**config.mk**
```make
export PLATFORM = sky130hd
export DESIGN_NAME = pipe_ctrl
export DESIGN_NICKNAME = d
export VERILOG_FILES = /design/src/rtl/pipe_ctrl_pkg.sv /design/src/rtl/pipe_ctrl_perf.sv /design/src/rtl/pipe_ctrl.sv
export SDC_FILE = /design/constraint.sdc
export NUM_CORES = 1
export LEC_CHECK = 0
export ABC_CLOCK_PERIOD_IN_PS = 1600
export BUFFER_PORTS_ARGS = -buffer_cell sky130_fd_sc_hd__buf_2
export CORE_ASPECT_RATIO = 1.2
export CORE_MARGIN = 1
export CORE_UTILIZATION = 47
export DETAILED_ROUTE_END_ITERATION = 10
export GPL_TIMING_DRIVEN = 0
export PLACE_DENSITY = 0.82
export SETUP_SLACK_MARGIN = 0.02
export SLEW_MARGIN = 10
export SYNTH_ARGS = -nofsm -noshare
export SYNTH_HDL_FRONTEND = slang
export SYNTH_SLANG_ARGS = --single-unit
export TNS_END_PERCENT = 1
```
**constraint.sdc**
```tcl
create_clock -name clk -period 1.6 [get_ports clk]
set_input_delay 0.08 -clock clk [delete_from_list [all_inputs] [get_ports clk]]
set_output_delay 0.08 -clock clk [all_outputs]
set_load 0.01 [all_outputs]
```
**src/rtl/pipe_ctrl_pkg.sv**
```systemverilog
// -----------------------------------------------------------------------------
// pipe_ctrl_pkg
// Shared definitions for the pipeline stall/flush sequencer:
//   - stall vector width and per-stage bit positions
//   - sequencer state encoding
//   - small helper for the "fetch still in flight" condition
// -----------------------------------------------------------------------------
package pipe_ctrl_pkg;

  localparam int STALL_W    = 4;
  localparam int STALL_INST = 3;
  localparam int STALL_ID   = 2;
  localparam int STALL_EX   = 1;
  localparam int STALL_DATA = 0;

  typedef enum logic [1:0] {
    ST_IDLE       = 2'd0,
    ST_FLUSH_WAIT = 2'd1,
    ST_DISCARD    = 2'd2
  } state_e;

  // A fetch issued before the flush is still on its way back and will
  // return an instruction from the squashed path.
  function automatic logic fetch_in_flight(input logic req_pending, input logic resp);
    return req_pending & ~resp;
  endfunction

endpackage

```
**src/rtl/pipe_ctrl_perf.sv**
```systemverilog
// -----------------------------------------------------------------------------
// pipe_ctrl_perf
// Stall/flush performance counter bank. Each counter adds one on every cycle
// its increment input is high and wraps naturally at 2^PERF_W.
// Ports:
//   clk, rst            clock, synchronous active-high reset (counters -> 0)
//   inc_if_i            fetch-stall cycle
//   inc_data_i          data-stall cycle
//   inc_flush_i         flush cycle
//   perf_if_stall_o     fetch-stall cycle count
//   perf_data_stall_o   data-stall cycle count
//   perf_flush_o        flush count
// -----------------------------------------------------------------------------
module pipe_ctrl_perf #(
  parameter int PERF_W = 32
) (
  input  logic              clk,
  input  logic              rst,
  input  logic              inc_if_i,
  input  logic              inc_data_i,
  input  logic              inc_flush_i,
  output logic [PERF_W-1:0] perf_if_stall_o,
  output logic [PERF_W-1:0] perf_data_stall_o,
  output logic [PERF_W-1:0] perf_flush_o
);

  logic [PERF_W-1:0] if_cnt_q,    if_cnt_d;
  logic [PERF_W-1:0] data_cnt_q,  data_cnt_d;
  logic [PERF_W-1:0] flush_cnt_q, flush_cnt_d;

  always_comb begin
    if_cnt_d    = if_cnt_q    + PERF_W'(inc_if_i);
    data_cnt_d  = data_cnt_q  + PERF_W'(inc_data_i);
    flush_cnt_d = flush_cnt_q + PERF_W'(inc_flush_i);
  end

  always_ff @(posedge clk) begin
    if (rst) begin
      if_cnt_q    <= '0;
      data_cnt_q  <= '0;
      flush_cnt_q <= '0;
    end else begin
      if_cnt_q    <= if_cnt_d;
      data_cnt_q  <= data_cnt_d;
      flush_cnt_q <= flush_cnt_d;
    end
  end

  assign perf_if_stall_o   = if_cnt_q;
  assign perf_data_stall_o = data_cnt_q;
  assign perf_flush_o      = flush_cnt_q;

endmodule

```
**src/rtl/pipe_ctrl.sv**
```systemverilog
// -----------------------------------------------------------------------------
// pipe_ctrl
// Central stall/flush sequencer for the five-stage core.
//   - Merges per-stage stall requests into stall_o {inst, id, ex, data}.
//   - Turns a committed exception/ERET into a one-cycle flush + redirect PC.
//   - Holds the flush off (full stall) while a data-bus access is outstanding.
//   - Marks the next returned instruction for discard when a fetch issued
//     down the squashed path is still in flight.
// Optional build macro: PIPE_CTRL_PERF_EN adds perf_if_stall, perf_data_stall
// and perf_flush counters (PERF_W bits each, wrapping).
// Ports:
//   clk, rst            clock, synchronous active-high reset
//   if_stall_req        fetch cannot deliver this cycle
//   if_req_pending      instruction-bus transaction outstanding
//   if_resp             instruction-bus response pulse
//   id_stall_req        load-use hazard
//   ex_stall_req        multi-cycle EX busy
//   mem_stall_req       data-bus wait
//   mem_req_pending     data-bus transaction outstanding
//   flush_req, flush_pc exception/ERET commit and its target
//   stall_o             stall vector {inst, id, ex, data}
//   flush_o, flush_pc_o flush strobe and redirect target
//   inst_discard_o      drop the next returned instruction
//   busy_o              sequencer not idle
// -----------------------------------------------------------------------------
module pipe_ctrl
  import pipe_ctrl_pkg::*;
#(
  parameter int PC_W   = 32,
  parameter int PERF_W = 32
) (
  input  logic               clk,
  input  logic               rst,
  input  logic               if_stall_req,
  input  logic               if_req_pending,
  input  logic               if_resp,
  input  logic               id_stall_req,
  input  logic               ex_stall_req,
  input  logic               mem_stall_req,
  input  logic               mem_req_pending,
  input  logic               flush_req,
  input  logic [PC_W-1:0]    flush_pc,
  output logic [STALL_W-1:0] stall_o,
  output logic               flush_o,
  output logic [PC_W-1:0]    flush_pc_o,
  output logic               inst_discard_o,
`ifdef PIPE_CTRL_PERF_EN
  output logic               busy_o,
  output logic [PERF_W-1:0]  perf_if_stall,
  output logic [PERF_W-1:0]  perf_data_stall,
  output logic [PERF_W-1:0]  perf_flush
`else
  output logic               busy_o
`endif
);

  if (PC_W < 1 || PERF_W < 1) begin : g_param_check
    $error("pipe_ctrl: PC_W and PERF_W must be at least 1");
  end

  state_e            state_q, state_d;
  logic [PC_W-1:0]   pc_q,    pc_d;

  logic [STALL_W-1:0] stall_req;
  logic [STALL_W-1:0] stall_c;
  logic               flush_c;
  logic [PC_W-1:0]    flush_pc_c;
  logic               discard_c;

  always_comb begin
    stall_req             = '0;
    stall_req[STALL_INST] = if_stall_req;
    stall_req[STALL_ID]   = id_stall_req;
    stall_req[STALL_EX]   = ex_stall_req;
    stall_req[STALL_DATA] = mem_stall_req;
  end

  // NOTE: every signal assigned in this block gets a default first so no
  // path leaves it unassigned; otherwise synthesis infers a latch.
  always_comb begin
    state_d    = state_q;
    pc_d       = pc_q;
    stall_c    = stall_req;
    flush_c    = 1'b0;
    flush_pc_c = '0;
    discard_c  = 1'b0;

    unique case (state_q)
      ST_IDLE: begin
        if (flush_req) begin
          if (!mem_req_pending) begin
            flush_c    = 1'b1;
            flush_pc_c = flush_pc;
            stall_c    = '0;
            state_d    = fetch_in_flight(if_req_pending, if_resp) ? ST_DISCARD : ST_IDLE;
          end else begin
            pc_d    = flush_pc;
            stall_c = '1;
            state_d = ST_FLUSH_WAIT;
          end
        end
      end

      ST_FLUSH_WAIT: begin
        // flush_req is ignored here: the captured (older) exception wins.
        if (mem_req_pending) begin
          stall_c = '1;
        end else begin
          flush_c    = 1'b1;
          flush_pc_c = pc_q;
          stall_c    = '0;
          state_d    = fetch_in_flight(if_req_pending, if_resp) ? ST_DISCARD : ST_IDLE;
        end
      end

      ST_DISCARD: begin
        discard_c           = 1'b1;
        stall_c[STALL_INST] = 1'b1;
        if (flush_req) begin
          if (!mem_req_pending) begin
            flush_c    = 1'b1;
            flush_pc_c = flush_pc;
            stall_c    = '0;
            state_d    = fetch_in_flight(if_req_pending, if_resp) ? ST_DISCARD : ST_IDLE;
          end else begin
            pc_d    = flush_pc;
            stall_c = '1;
            state_d = ST_FLUSH_WAIT;
          end
        end else if (if_resp) begin
          // The squashed instruction is dropped this cycle; back to normal.
          state_d = ST_IDLE;
        end
      end

      default: state_d = ST_IDLE;
    endcase
  end

  // NOTE: reset is synchronous, so it lives inside the clocked branch and the
  // sensitivity list carries only clk.
  always_ff @(posedge clk) begin
    if (rst) begin
      state_q <= ST_IDLE;
      pc_q    <= '0;
    end else begin
      // NOTE: non-blocking updates so every register samples pre-edge values.
      state_q <= state_d;
      pc_q    <= pc_d;
    end
  end

  // Outputs are held quiet during the reset cycle, whatever the inputs do.
  assign stall_o        = rst ? '0   : stall_c;
  assign flush_o        = rst ? 1'b0 : flush_c;
  assign flush_pc_o     = rst ? '0   : flush_pc_c;
  assign inst_discard_o = rst ? 1'b0 : discard_c;
  assign busy_o         = !rst && (state_q != ST_IDLE);

`ifdef PIPE_CTRL_PERF_EN
  pipe_ctrl_perf #(
    .PERF_W (PERF_W)
  ) u_perf (
    .clk               (clk),
    .rst               (rst),
    .inc_if_i          (stall_o[STALL_INST]),
    .inc_data_i        (stall_o[STALL_DATA]),
    .inc_flush_i       (flush_o),
    .perf_if_stall_o   (perf_if_stall),
    .perf_data_stall_o (perf_data_stall),
    .perf_flush_o      (perf_flush)
  );
`endif

endmodule
```
==> flow_summary.yaml, run 1 <==
status:
  status: "finished, violations left"
  failed_checks: "setup timing"
hold_path:
  holdCritStartpoint: "flush_pc[0]"
  hold_class: "input port to flop"
  min_delay_worst_endpoint: "pc_q[0]"
  timing.hold.worst_path_depth: 3
floorplanning:
  core_area_um2: 3690
  fp-row-count: 24
  dieArea_um2: 4150
  boundaryPins: 81
  die_height_um: 70.4
  die_x_um: 59.0
  initial_core_util_pct: 49.6
sta:
  fmaxAchievable_mhz: 609
  worstMarginPinSlew_ps: 474
  fin_hold_ws_ps: 47.1
  final-hold-violation-count: 0
  finalCritPeriodShare_pct: 103
  timing.final.crit_period_ps: 1640
  postLayoutSetupSlackWorst_ps: -40.9
  fin_skew_ps: 2.23
  slew_headroom_pct: 68.4
  report.final.slew_viol_count: 0
  setup_viol: 19
  grt_setup_unrepaired: "true"
flow_run:
  max_cap_violations: 0
cells_and_area:
  final_nets: 380
  post_route_cells_drive_above_1_share_pct: 34.9
  n_fill_cell: 362
  insertedDiodeCount: 0
  synth_to_final_area_change_pct: 34.4
  final-instance-count-excl-fill: 390
synthesis:
  synth_top_cells_by_count: "65 x nand2_1, 38 x nor2_1, 35 x a21oi_1, 34 x dfxtp_1, 28 x a22oi_1"
  synth_async_sr_flop_share_pct: 0
  synth_cells: 246
  yosysTopAreaCellShare_pct: 37.2
  synth.distinct_cells: 24
  yosysWarnings: 0
  yosysMostFrequentCell: "nand2_1"
  synth_nets: 288
  postSynth.topFlopCell: "dfxtp_1"
  yosys_register_bits: 34
  syn_area_per_cell_um2: 7.45
  synth_top_cells_by_area: "dfxtp_1 37%, nand2_1 13%, a22oi_1 11%"
  synthDominantAreaCellType: "dfxtp_1"
  synth.cell_area_um2: 1830
  synth-edff-count: 0
  synth-seq-area-share_pct: 37.2
route:
  routedWlPerCell_um: 11.9
  post_drt_via_cell_ratio: 5.20
  drc: 0
  wirelength_mm: 4.65
  first_pass_iters: 4
  dr_total_vias: 2029
  drt_first_iter_violations: 73
  ant_nets: 0
cts:
  ctsRootBufferMaster: "clkbuf_8"
  worst_setup_hold_path_clk_slew_ps: 60
  number_of_levels_the_h_tree_was_split_into: 2
  clock_insertion_delay_at_the_later_pin_of_the_skew_report_ps: 280
  tritoncts.num_buffers: 5
  cts_max_path_buffers: 2
  cts_tree: "built"
  cts.sinks: 34
power:
  power.density_cell_area_nw_per_um2: 758
  p_seq_share_pct: 48.5
  max-vdd-ir-drop_mv: 0.493
  internal-power_w: 0.00136
  swShare_pct: 27.1
  power.switching_w: 0.000505
  comb_power_share_pct: 20.3
  clockPowerShare_pct: 31.1
  static_leakage_nw: 1.08
critical_path:
  crit_required_ps: 1520
  critPathSlowestCell: "dfxtp_2"
  crit_fanout: 10
  setup.reg_to_reg.worst_slack_ps: 280
  reg2regPathDepth: 6
  timing.rr.end: "pc_q[19]"
  cpPeakStageDelay_ps: 330
  cp_cell_sequence: "buf_6, nor3b_4, buf_12, buf_8, a22oi_1, nor2_1, buf_2"
  critical_path.top_delay_family: "buffers and inverters"
  setup.worst_path.class: "flop to primary output"
  critical_path.reg2reg.startpoint: "state_q[0]"
  cp.arrival_ps: 1560
  startpoint: "state_q[0]"
  critPathCaptureType: "primary output"
  worst_setup_path_start_kind: "flop"
  timing.critical_path.buf_inv: 4
global_route:
  grt_use_total_pct: 23.3
  first_global_vias: 1789
  global_route_wire_length_before_repair_mm: 7.54
  antenna_found_initial: 0
  grt_max_degree: 11
  grt_remaining_overflow: 0
placement:
  dp.final_hpwl_mm: 3.33
  io_buffers: 80
  dp.cells: 378
  gp_congestion: 0.802
## tightest hold or removal path, cell delays in order
cell and delay (ps):
buf_2 100, nand2_1 50, a21oi_1 50
## kinds of logic (layout without fill, tap and decap cells)
kind of cell,count (synthesis),count (layout),share of synthesized area [%]
buffers and inverters,22,114,9.29
AO/OA/AOI/OAI,71,71,25.5
flip-flops,34,34,37.2
AND/OR/NAND/NOR,119,119,28.1
## routing by layer
layer,track usage [%],part of all wire [%],vias to the layer above
met2,40.4,50,80
met3,6.48,6.3,9
met4,6.08,1.2,0
met1,27.7,43,925
li1,-,-,1015
met5,0,0,-
## how the worst max path moves through the flow
stage / slack (ps) / to / depth (start not counted)
6_report: -40 / flush_pc_o[26] / 7
5_1_grt: -160 / flush_pc_o[30] / 7
4_1_cts: -30 / flush_pc_o[26] / 7
3_5_place_dp: 140 / flush_pc_o[10] / 6
3_3_place_gp: 150 / flush_pc_o[6] / 6
2_1_floorplan: 320 / flush_pc_o[10] / 5
## repair_timing
action / in CTS / in global routing
buffers inserted: 4 / 0
endpoints found under the setup margin: 34 / 35
hold endpoints to repair: 1 / 0
gates cloned: 0 / 0
hold buffers: 1 / 0
pin swaps: 2 / 0
gates resized for setup: 7 / 5
## registers in the layout, indices dropped and copies added (netlist names)
| signal | cells |
|---|---|
| pc_q | 32 |
| state_q | 2 |
## cell type report
| cell class | instances | area, um2 | area share (%) |
|---|---|---|---|
| Timing Repair Buffer | 85 | 457 | 18.6 |
| Buffer | 22 | 193 | 7.83 |
| Sequential cell | 34 | 686 | 27.9 |
| Clock buffer | 7 | 76.3 | 3.10 |
| Tap cell | 52 | 65.1 | 2.64 |
| Multi-Input combinational cell | 190 | 985 | 40.0 |
## power groups by stage
| stage | combinational [W] | clock (W) | sequential (W) |
|---|---|---|---|
| 2_1_floorplan | 0.000220 | 0 | 0.000921 |
| 3_3_place_gp | 0.000351 | 0 | 0.000923 |
| 3_5_place_dp | 0.000358 | 0 | 0.000925 |
| 4_1_cts | 0.000377 | 0.000589 | 0.000907 |
| 5_1_grt | 0.000419 | 0.000634 | 0.000910 |
| 6_report | 0.000380 | 0.000581 | 0.000905 |
## placed cells by master (no fill, tap or decap), drive strengths merged
cell type	instances
and3b	1
a21oi	36
nand3b	1
dlygate4sd3	1
nand2b	4
or2b	1
clkbuf	11
nand3	3
nor4	1
nor3b	3
or3	1
nor2b	1
dfxtp	34
a211oi	1
a21bo	1
nand2	65
buf	102
o21ai	1
a22oi	32
nor2	38
## stage by stage
| stage | instance area [um2] | utilization [%] | TNS [ps] | power, W | setup WS [ps] |
|---|---|---|---|---|---|
| finish | 2460 | 66.6 | -281 | 0.00187 | -40.9 |
| floorplan | 1830 | - | 0 | 0.00114 | 325 |
| detailed placement | 2300 | 62.2 | 0 | 0.00128 | 144 |
| CTS | 2450 | 66.3 | -241 | 0.00187 | -26.9 |
| global route | 2460 | 66.6 | -3180 | 0.00196 | -157 |
| global placement | 2300 | 62.2 | 0 | 0.00127 | 155 |
Note: power is estimated with default switching activity, not from simulation.
==> inputs of run 2 (changes only) <==
SKIP_LAST_GASP = 1   (was unset)
==> run 2 against run 1 <==
Effect of this change:
- the flow still finishes with violations (setup timing)
- cell area decreased by 0.86%
- register-to-register slack is essentially flat
- worst hold slack got worse by 2.2 ps
- global-route usage decreased by 0.15 points
- sequential power is essentially flat
- sequential cell count is the same
- via count up 0.25%
- combinational power fell by 2%
- utilization down 0.58 points
- non-clock buffer count is the same
- critical path type unchanged
- largest cell class unchanged
==> flow_summary.yaml, run 2 (synthesis gave the netlist of run 1 again) <==
status:
  status: "finished, violations left"
  failed_checks: "setup timing"
cts:
  clock_insertion_delay_at_the_later_pin_of_the_skew_report_ps: 280
  worst_setup_hold_path_clk_slew_ps: 60
  cts_tree: "built"
  number_of_levels_the_h_tree_was_split_into: 2
  ctsRootBufferMaster: "clkbuf_8"
  cts.sinks: 34
  cts_max_path_buffers: 2
  tritoncts.num_buffers: 5
cells_and_area:
  number_of_flip_flops_under_the_largest_register_name: 32
  leading_cell_types_in_the_layout_fill_and_taps_excluded: "87 x buf_2, 65 x nand2_1, 38 x nor2_1"
  post_route_cells_drive_above_1_share_pct: 34.6
  n_fill_cell: 366
  synth_to_final_area_change_pct: 33.2
  biggestRegsByFlops: "pc_q (32), state_q (2)"
  final_nets: 380
  top_register: "pc_q"
  most_common_cell_after_layout_fill_and_taps_aside: "buf_2"
  postLayoutCellArea_um2: 2440
  insertedDiodeCount: 0
critical_path:
  cpPeakStageDelay_ps: 330
  cp_cell_sequence: "buf_6, nor3b_4, buf_12, buf_8, a22oi_1, nor2_1, buf_2"
  cp.arrival_ps: 1560
  setup.worst_path.class: "flop to primary output"
  critPathCaptureType: "primary output"
  critPathSlowestCell: "dfxtp_2"
  worst_setup_path_start_kind: "flop"
  crit_required_ps: 1520
  setup.reg_to_reg.worst_slack_ps: 290
  crit_fanout: 10
floorplanning:
  die_x_um: 59.0
  core_area_um2: 3690
  initial_core_util_pct: 49.6
  die_height_um: 70.4
  fp-row-count: 24
  boundaryPins: 81
  dieArea_um2: 4150
route:
  drt_first_iter_violations: 67
  first_pass_iters: 4
  dr_total_vias: 2034
  ant_nets: 0
  drc: 0
  wirelength_mm: 4.64
  routedWlPerCell_um: 11.9
  post_drt_via_cell_ratio: 5.22
power:
  static_leakage_nw: 1.08
  power.density_cell_area_nw_per_um2: 765
  max-vdd-ir-drop_mv: 0.493
placement:
  io_buffers: 80
  detailed_place.area_um2: 2300
  dp.final_hpwl_mm: 3.33
  gp_congestion: 0.802
sta:
  final-hold-violation-count: 0
  setup_viol: 29
  fin_skew_ps: 1.97
  worstMarginPinSlew_ps: 474
  timing.final.crit_period_ps: 1640
  fmaxAchievable_mhz: 609
  fin_hold_ws_ps: 44.9
  slew_headroom_pct: 68.4
  finalCritPeriodShare_pct: 103
  grt_setup_unrepaired: "true"
  report.final.slew_viol_count: 0
  postLayoutSetupSlackWorst_ps: -42.0
global_route:
  grt_remaining_overflow: 0
  grt_use_total_pct: 23.2
  first_global_vias: 1774
  global_route_wire_length_before_repair_mm: 7.53
  grt_max_degree: 11
  antenna_found_initial: 0
flow_run:
  max_cap_violations: 0
hold_path:
  hold_class: "input port to flop"
-- run 2: cell counts in the layout (fill, tap and decap cells not counted) --
Identical to the previous run, type by type.
-- run 2: final timing paths --
kind,startpoint,depth (start not counted),endpoint
max,state_q[0],7,flush_pc_o[26]
min,flush_pc[17],3,pc_q[17]
max reg2reg,state_q[0],6,pc_q[19]
min reg2reg,pc_q[2],2,pc_q[2]
-- run 2: timing repair --
item	4_1_cts	5_1_grt
hold buffers	1	0
cloned	0	0
resized for setup	5	0
endpoints found under the hold margin	1	0
buffers inserted	4	0
endpoints found under the setup margin	34	35
pin swaps	1	0
-- run 2: per-layer routing --
layer	vias to the layer above	global-route usage (%)	routed length (um)	share of wire (%)
met3	6	5.74	309	6.7
met5	-	0	0	0
met2	81	40.8	2300	50
li1	1015	-	-	-
met1	932	27.7	1990	43
met4	0	5.29	38	0.82
-- run 2: cell type report --
type                       count  area [um2]  share of cell area (%)
tap                           52        65.1                    2.67
sequential                    34         683                    28.0
buffer                        22         178                    7.28
timing repair buffer          85         457                    18.7
multi-input combinational    190         981                    40.2
clock buffer                   7        76.3                    3.13
-- run 2: metrics by stage --
stage	TNS (ps)	total power, W	utilization [%]	cells	setup slack, ps
4_1_cts	-269	0.00187	66.1	390	-26.9
3_5_place_dp	0	0.00128	62.2	378	144
6_report	-488	0.00187	66.1	390	-42.0
3_3_place_gp	0	0.00127	62.2	378	155
2_1_floorplan	0	0.00114	-	246	325
5_1_grt	-3230	0.00195	66.1	390	-160
-- run 2: where the power goes --
| group | total [W] | internal [W] | switching (W) | leakage, nW |
|---|---|---|---|---|
| Combinational | 0.000374 | 0.000172 | 0.000202 | 0.759 |
| Sequential | 0.000907 | 0.000886 | 0.0000207 | 0.278 |
| Clock | 0.000586 | 0.000299 | 0.000287 | 0.0383 |
-- run 2: critical path, delay by kind of cell, from the launching register on --
family	cells	cell delay, ps
buf+inv	4	540
simple gates	2	320
flops	1	330
compound gates	1	80
